### src/rtl/mips_pkg.sv
// Shared definitions for the 16-bit MIPS datapath.
// Provides datapath/register-file geometry, the ALU select encodings, and
// the immediate sign-extend helper used by the operand stage.
package mips_pkg;

  localparam int WIDTH  = 16;  // datapath width
  localparam int NREGS  = 8;   // register count
  localparam int REG_AW = 3;   // register address width
  localparam int IMM_W  = 7;   // immediate field width

  localparam logic [2:0] ALU_ADD   = 3'd0;
  localparam logic [2:0] ALU_SUB   = 3'd1;
  localparam logic [2:0] ALU_PASS1 = 3'd2;
  localparam logic [2:0] ALU_OR    = 3'd3;
  localparam logic [2:0] ALU_AND   = 3'd4;

  // Replicate the immediate's top bit up to the datapath width.
  function automatic logic [WIDTH-1:0] sign_extend(input logic [IMM_W-1:0] imm);
    return {{(WIDTH-IMM_W){imm[IMM_W-1]}}, imm};
  endfunction

endpackage

### src/rtl/alu_operand_stage_reg_file.sv
// reg_file: NREGS x WIDTH register file.
// Ports:
//   clock            rising-edge clock
//   reset            synchronous active-low clear of every register
//   we/waddr/wdata   synchronous write port (writes to R0 are dropped)
//   raddr_a/rdata_a  combinational read port A
//   raddr_b/rdata_b  combinational read port B
// R0 has no storage and always reads as zero.
module reg_file
  import mips_pkg::*;
(
  input  logic              clock,
  input  logic              reset,
  input  logic              we,
  input  logic [REG_AW-1:0] waddr,
  input  logic [WIDTH-1:0]  wdata,
  input  logic [REG_AW-1:0] raddr_a,
  input  logic [REG_AW-1:0] raddr_b,
  output logic [WIDTH-1:0]  rdata_a,
  output logic [WIDTH-1:0]  rdata_b
);

  logic [NREGS-1:0][WIDTH-1:0] words;

  assign words[0] = '0;

  generate
    for (genvar gi = 1; gi < NREGS; gi++) begin : g_reg
      logic [WIDTH-1:0] word_q;

      always_ff @(posedge clock) begin
        if (!reset) begin
          word_q <= '0;
        end else if (we && (waddr == REG_AW'(gi))) begin
          word_q <= wdata;
        end
      end

      assign words[gi] = word_q;
    end
  endgenerate

  assign rdata_a = words[raddr_a];
  assign rdata_b = words[raddr_b];

endmodule

### src/rtl/alu_operand_stage.sv
// alu_operand_stage: decode-to-execute stage of the 16-bit MIPS datapath.
// Holds the register file, resolves both source operands (R0 / EX forward /
// writeback bypass / register file), selects the immediate for operand B,
// and registers the result into the EX slot with stall and flush control.
// Ports:
//   clock, reset                 rising-edge clock, synchronous active-low reset
//   in_valid, rs, rt, imm,
//   use_imm, alu_sel_in, rd_in   decoded instruction
//   stall, flush                 hold EX slot / load a bubble (flush wins)
//   ex_fwd_en/addr/data          result currently in EX
//   wb_en/addr/data              register file write port (also bypassed)
//   ex_valid, ex_a, ex_b,
//   ex_alu_sel, ex_rd            registered EX slot
module alu_operand_stage
  import mips_pkg::*;
(
  input  logic              clock,
  input  logic              reset,
  input  logic              in_valid,
  input  logic [REG_AW-1:0] rs,
  input  logic [REG_AW-1:0] rt,
  input  logic [IMM_W-1:0]  imm,
  input  logic              use_imm,
  input  logic [2:0]        alu_sel_in,
  input  logic [REG_AW-1:0] rd_in,
  input  logic              stall,
  input  logic              flush,
  input  logic              ex_fwd_en,
  input  logic [REG_AW-1:0] ex_fwd_addr,
  input  logic [WIDTH-1:0]  ex_fwd_data,
  input  logic              wb_en,
  input  logic [REG_AW-1:0] wb_addr,
  input  logic [WIDTH-1:0]  wb_data,
  output logic              ex_valid,
  output logic [WIDTH-1:0]  ex_a,
  output logic [WIDTH-1:0]  ex_b,
  output logic [2:0]        ex_alu_sel,
  output logic [REG_AW-1:0] ex_rd
);

  logic [WIDTH-1:0] rf_a, rf_b;
  logic [WIDTH-1:0] op_a, op_rt, op_b;

  logic              valid_q, valid_d;
  logic [WIDTH-1:0]  a_q, a_d, b_q, b_d;
  logic [2:0]        sel_q, sel_d;
  logic [REG_AW-1:0] rd_q, rd_d;

  reg_file u_reg_file (
    .clock   (clock),
    .reset   (reset),
    .we      (wb_en),
    .waddr   (wb_addr),
    .wdata   (wb_data),
    .raddr_a (rs),
    .raddr_b (rt),
    .rdata_a (rf_a),
    .rdata_b (rf_b)
  );

  // The younger EX result beats the older writeback value; R0 is checked
  // first so a stray forward or write to R0 can never leak through.
  function automatic logic [WIDTH-1:0] resolve(
    input logic [REG_AW-1:0] addr,
    input logic [WIDTH-1:0]  rf_val,
    input logic              fwd_en,
    input logic [REG_AW-1:0] fwd_addr,
    input logic [WIDTH-1:0]  fwd_data,
    input logic              wen,
    input logic [REG_AW-1:0] waddr,
    input logic [WIDTH-1:0]  wdata
  );
    if (addr == '0)                         return '0;
    else if (fwd_en && (fwd_addr == addr))  return fwd_data;
    else if (wen && (waddr == addr))        return wdata;
    else                                    return rf_val;
  endfunction

  always_comb begin
    op_a  = resolve(rs, rf_a, ex_fwd_en, ex_fwd_addr, ex_fwd_data,
                    wb_en, wb_addr, wb_data);
    op_rt = resolve(rt, rf_b, ex_fwd_en, ex_fwd_addr, ex_fwd_data,
                    wb_en, wb_addr, wb_data);
    op_b  = use_imm ? sign_extend(imm) : op_rt;
  end

  // Next EX slot contents; reset is applied in the register process.
  always_comb begin
    valid_d = valid_q;
    a_d     = a_q;
    b_d     = b_q;
    sel_d   = sel_q;
    rd_d    = rd_q;
    if (flush) begin
      valid_d = 1'b0;
      a_d     = '0;
      b_d     = '0;
      sel_d   = '0;
      rd_d    = '0;
    end else if (!stall) begin
      valid_d = in_valid;
      if (in_valid) begin
        a_d   = op_a;
        b_d   = op_b;
        sel_d = alu_sel_in;
        rd_d  = rd_in;
      end else begin
        a_d   = '0;
        b_d   = '0;
        sel_d = '0;
        rd_d  = '0;
      end
    end
  end

  always_ff @(posedge clock) begin
    if (!reset) begin
      valid_q <= 1'b0;
      a_q     <= '0;
      b_q     <= '0;
      sel_q   <= '0;
      rd_q    <= '0;
    end else begin
      valid_q <= valid_d;
      a_q     <= a_d;
      b_q     <= b_d;
      sel_q   <= sel_d;
      rd_q    <= rd_d;
    end
  end

  assign ex_valid   = valid_q;
  assign ex_a       = a_q;
  assign ex_b       = b_q;
  assign ex_alu_sel = sel_q;
  assign ex_rd      = rd_q;

endmodule

### config.mk
export PLATFORM = sky130hd
export DESIGN_NAME = alu_operand_stage
export DESIGN_NICKNAME = d
export VERILOG_FILES = /design/src/rtl/mips_pkg.sv /design/src/rtl/alu_operand_stage_reg_file.sv /design/src/rtl/alu_operand_stage.sv
export SDC_FILE = /design/constraint.sdc
export NUM_CORES = 1
export LEC_CHECK = 0
export BUFFER_PORTS_ARGS = -buffer_cell sky130_fd_sc_hd__buf_4
export CAP_MARGIN = 25
export CORE_MARGIN = 3
export CORE_UTILIZATION = 60
export CTS_CLUSTER_DIAMETER = 40
export DETAILED_ROUTE_END_ITERATION = 8
export PLACE_DENSITY_LB_ADDON = 0.1
export SLEW_MARGIN = 20
export SYNTH_ARGS = -nofsm -noshare
export SYNTH_HDL_FRONTEND = slang
export SYNTH_SLANG_ARGS = --single-unit
### constraint.sdc
create_clock -name clock -period 2.45 [get_ports clock]
set_clock_uncertainty 0.1 [all_clocks]
set_input_delay 0.245 -clock clock [delete_from_list [all_inputs] [get_ports clock]]
set_output_delay 0.245 -clock clock [all_outputs]
set_load 0.05 [all_outputs]
* Word-level counts from Yosys, hierarchy flattened
Index checks and enable logic that the tools add are counted.
** Cells by class
- Multiplexer cells :: 15
- Equality and inequality tests :: 11
- Reductions and logical operators :: 14
- Bitwise operators :: 1
- Order comparisons :: 2
** Operators with widths (count)
- $mux W16 :: 11
- $bmux W16 S3 :: 2
- $eq A3 B3 Y1 :: 4
- $eq A3 B3 Y1 const B :: 4
- $logic_and A1 B1 Y1 :: 11
- $lt A3 B4 Y1 const B :: 2
- $eq A3 B2 Y1 const B :: 2
- $logic_not A3 Y1 :: 2
- $mux W3 :: 2
- $eq A3 B1 Y1 const B :: 1
- $reduce_or A2 Y1 :: 1
- $not A1 Y1 :: 1
** Word-level totals
- Bits in registers :: 151
- Input bits :: 65
- Word-level logic and storage cells :: 55

* Longest topological paths before layout
- Depth after elaboration :: 7
- Mapped depth :: 7
- Mapped depth without buffers :: 4

* Cells and area by module
From an unflattened synthesis, not the netlist that was laid out.
** Unflattened totals
- Cell total of the unflattened synthesis :: 934
- Area, all modules :: 8911.0 um^2
** By module, submodules not included
- reg_file :: cells an instance 700, times used 1, area each 6804.0 um^2
- alu_operand_stage :: cells an instance 234, times used 1, area each 2107.0 um^2

* Least setup slack after synthesis
No wires, ideal clock.
- Path kind :: input to register
- Start :: in rs[1]
- End :: reg a_q[6] (netlist: ex_a[6])
- Arrival :: 1.332 ns
- Buffers on the path :: 3
- Stages :: 7
- Setup slack :: 0.876 ns
- Setup time :: 0.142 ns
- Cell sequence :: buf_4 xnor2_1 and4_1 clkbuf_2 buf_6 a221oi_2 a211oi_2
** On the way
- Longest elaborated chain between the ends :: 6
- Elaborated cells on any way between the ends :: 11
** Ends and longest elaborated chain
- start: declaration :: line alu_operand_stage.sv:20 : input logic [REG_AW-1:0] rs,
- $bmux W16 S3 / $eq A3 B3 Y1 (equally long branches) :: line alu_operand_stage_reg_file.sv:43, alu_operand_stage.sv:75
- $mux W16 (not written as such) / $logic_and A1 B1 Y1 (equally long branches) :: line alu_operand_stage_reg_file.sv:43, alu_operand_stage.sv:75
- $mux W16 :: line alu_operand_stage.sv:75 : else if (wen && (waddr == addr)) return wdata;
- $mux W16 :: line alu_operand_stage.sv:74 : else if (fwd_en && (fwd_addr == addr)) return fwd_data;
- $mux W16 (*) :: line alu_operand_stage.sv:73 : if (addr == '0) return '0;
- $mux W16 (*) :: line alu_operand_stage.sv:102 : if (in_valid) begin
- end signal: assignment :: line alu_operand_stage.sv:119 : a_q <= '0;
- end signal: assignment :: line alu_operand_stage.sv:125 : a_q <= a_d;
- end: declaration :: line alu_operand_stage.sv:45 : logic [WIDTH-1:0] a_q, a_d, b_q, b_d;
Mark *: on every way between the ends. The rest lies on a longest branch, timed or not. The select of a mux whose other input is x is not followed.
A chain may end at the register's enable or synchronous reset.

* Worst setup path in the final report
- Start :: in rs[0]
- End :: reg a_q[5] (netlist: ex_a[5])
Same word-level chain as after synthesis.

==> summary.txt <==
Status
  • Status: finished, final reports clean

Power
  • Gate power share: 14.4%
  • Switching share of power: 26.78%
  • Sequential Power Share: 39.8%
  • Pwr Density: between 600 and 700 mW/mm²
  • Lkg Pwr: 3.713 nW
  • Psw: 1.710 mW
  • Clock power frac: between 40% and 50%
  • Pint: around 4.7 mW
  • Power, Total: between 6 and 7 mW
  • Worst vdd ir: roughly 480 µV

GRT
  • Largest net degree at the start of global routing: 82
  • First-pass GRT wire length: 44340 µm
  • Initial antenna violation count: 0
  • Number of global-route vias before repair: 8164
  • Total gr overflow: 0
  • GRT Util Overall: 34.47%

Synth
  • Mapped Cells: 1057
  • Flip-flop and latch count after synthesis: between 150 and 200
  • Largest family of logic cells by synthesized area: compound AO/OA/AOI/OAI gates
  • Most common flop cell mapped by yosys: dfxtp_1
  • Distinct cells, synth: 42
  • Synth Area in Adders: 0%
  • Ys Warns: 0
  • Net Count, Synth: 1122
  • Mux share of post-synthesis cell area: 11.04%
  • EDFF count, synth: 0
  • Xor and xnor area share after synthesis: 1.812%
  • Simple-gate share of the synthesized area: 18.22%
  • Synth Area in Compound Gates: 27.76%
  • Seq/Total Area, Yosys: 33.94%
  • Syn Area/Cell: 8.426 µm²
  • Synth async-reset ratio: 0%
  • Cell Area, Synth: 0.008906 mm²

Finish
  • Commonest non-fill, non-tap cell in the layout: nand2_1
  • Final core utilization: 73.02%
  • Diode count: 0
  • Synth-to-Final Area Change: 16.45%
  • Final Non-Filler Cells: 1312
  • Fin area: 0.01037 mm²
  • Layout net count: 1184
  • Share of cells above drive strength 1: between 20% and 30%
  • Most frequent cells in the layout: 236 x nand2_1, 151 x dfxtp_1, 145 x buf_4

STA
  • Fin worst setup slack: 0.6382 ns
  • Slew @ Worst Pin: 0.9506 ns
  • Hold slack: 0.04523 ns
  • Highest Clock Rate: ~0.55 GHz
  • Max Slew Vio Count: 0
  • Slew headroom: 36.63%
  • Hold Vio Cnt, Final: 0
  • Final period util: 73.95%
  • Total Neg Setup Slack: 0 ns
  • Final setup vio count: 0
  • Final min period: 1.812 ns
  • RSZ-0062 raised after global routing: false

Critical path
  • Reg2Reg Depth: 4
  • Max incr delay on CP: about 0.85 ns
  • Worst-path cell chain: buf_4 > xnor2_1 > and4_1 > a221oi_1 > a211oi_1
  • Required @ worst endpoint: approximately 2.7 ns
  • Critical path data arrival time: 2.05 ns
  • CP Class: input port to flop
  • Flop-to-flop setup slack: 1.04 ns
  • R2R Path End: ex_b[9]
  • Reg2reg start: u_reg_file.g_reg[2].word_q[9]
  • Critical path's slowest cell: and4_1
  • CP Max Fanout: 24
  • CP Capture Type: flop
  • Setup crit start kind: input port

Placed design
  • Placed insts: roughly 1300
  • Hpwl dp: approximately 19000 µm
  • Worst slack, placed: around 0.23 ns
  • Placer Congestion: 0.9043
  • I/O Buffers: 103
  • Placed inst area: a little under 0.01 mm²

Floorplan
  • Die Wd: 127.8 µm
  • Initial Util: 62.70%
  • Die area: 0.01634 mm²
  • # rows: 43
  • # IOs: 104
  • Die height: 127.8 µm
  • Core area: 0.01420 mm²

Clocking
  • Bufs on Longest Clock Path: 2
  • Number of CTS-inserted buffers: 17
  • H-Tree Depth: 4
  • Buffers inserted by post-CTS timing repair: 0
  • Root Driver: clkbuf_16
  • Clock Pin Slew Worst Setup and Hold Paths: 0.06 ns
  • Latest clock arrival within the worst-skew pair: 0.43 ns
  • CTS tree: built
  • Clock sink count: 151

Route
  • Post-Route WL: 28500 µm
  • First-pass DRT Iterations: 6
  • Total number of vias: roughly 8600
  • Average wire per standard cell: about 22 µm
  • Drt drc: 0
  • Iteration-0 DRC Markers: between 1000 and 1500
  • Post-DRT Antenna Nets: 0
  • Vias per cell: 6.529

Worst hold path
  • Hold Crit Class: input port to flop
  • Worst Hold Launch: wb_data[14]
  • Hold path endpoint: u_reg_file.g_reg[4].word_q[14]
  • Hold path cells: 3

Flow run
  • Max cap viols: 0
[cell families after synthesis]
kind of cell	count (synthesis)
buffers and inverters	125
DFF	151
muxes	95
AOI/OAI and AO/OA	313
and+or+nand+nor	361
xor gates and xnor gates	12
[Yosys cell counts, types with 9 or more instances]
master | instances | share of area (%)
a21boi_0 | 102 | 8.6
o22ai_1 | 15 | 1.1
and2_1 | 11 | 0.77
o21ai_0 | 31 | 1.7
mux2_2 | 16 | 2.0
nor2_1 | 11 | 0.46
a21oi_1 | 10 | 0.56
a211oi_2 | 20 | 2.8
nor2b_1 | 23 | 1.6
o32ai_1 | 15 | 1.5
nand2_1 | 236 | 9.9
clkbuf_1 | 48 | 2.0
a221oi_2 | 10 | 1.7
buf_6 | 9 | 1.1
a22oi_1 | 38 | 3.2
nand3_1 | 25 | 1.4
inv_1 | 16 | 0.67
buf_2 | 35 | 2.0
mux2i_1 | 78 | 8.8
dfxtp_1 | 151 | 34
a21boi_1 | 10 | 0.84
nand4_1 | 35 | 2.5
nand2b_1 | 9 | 0.63
a211oi_1 | 38 | 3.2
a221o_1 | 16 | 1.8
buf_4 | 13 | 1.1
[state kept, by name, summed over array words and instances, names as in the netlist]
signal               count
ex_valid                 1
ex_a                    16
ex_alu_sel               3
ex_rd                    3
u_reg_file.g.word_q    112
ex_b                    16
[worst max-delay path by stage]
| stage | start | to | slack (ns) | cells after the start |
|---|---|---|---|---|
| 5_1_grt | rs[0] | ex_a[3] | 0.46 | 5 |
| 2_1_floorplan | rs[1] | ex_a[6] | 0.88 | 7 |
| 6_report | rs[0] | ex_a[5] | 0.64 | 5 |
| 3_5_place_dp | rs[0] | ex_a[3] | 0.23 | 5 |
| 4_1_cts | rs[0] | ex_a[3] | 0.66 | 5 |
| 3_3_place_gp | rs[0] | ex_a[5] | 0.31 | 5 |
[power by group through the flow]
stage | logic [mW] | clock network (mW) | registers, mW
floorplan | 0.582 | 0 | 2.62
global placement | 0.877 | 0 | 2.59
detailed placement | 0.887 | 0 | 2.60
CTS | 0.901 | 2.92 | 2.54
global route | 0.976 | 3.04 | 2.55
finish | 0.922 | 2.92 | 2.54
[final cells by class]
cell class                      instances  area (µm²)
Multi-Input combinational cell        781        5240
Fill cell                            1125        3832
Sequential cell                       151        3023
Timing Repair Buffer                  152        1169
Clock buffer                           18       429.2
Clock inverter                         14       225.2
Tap cell                              180       225.2
Inverter                               16       60.06
[worst max-delay path, delay by kind of cell]
| family | cells | cell delay [ns] |
|---|---|---|
| buffers and inverters | 1 | 0.29 |
| xor gates and xnor gates | 1 | 0.18 |
| AOI/OAI and AO/OA | 2 | 0.48 |
| and+or+nand+nor | 1 | 0.85 |
[metal layers]
metal	share of wire [%]	routed length [µm]	track usage [%]	up-vias
met3	11	3010	8.167	85
li1	-	-	-	3941
met1	42	11840	46.05	4030
met5	0	0	0	-
met2	45	12750	54.44	510
met4	3.2	901	12.80	0
[timing repair]
item | 4_1_cts | 5_1_grt
hold endpoints to repair | 6 | 0
hold buffers | 6 | 0
resized for setup | 0 | 0
Power figures use the tool's default switching activity.
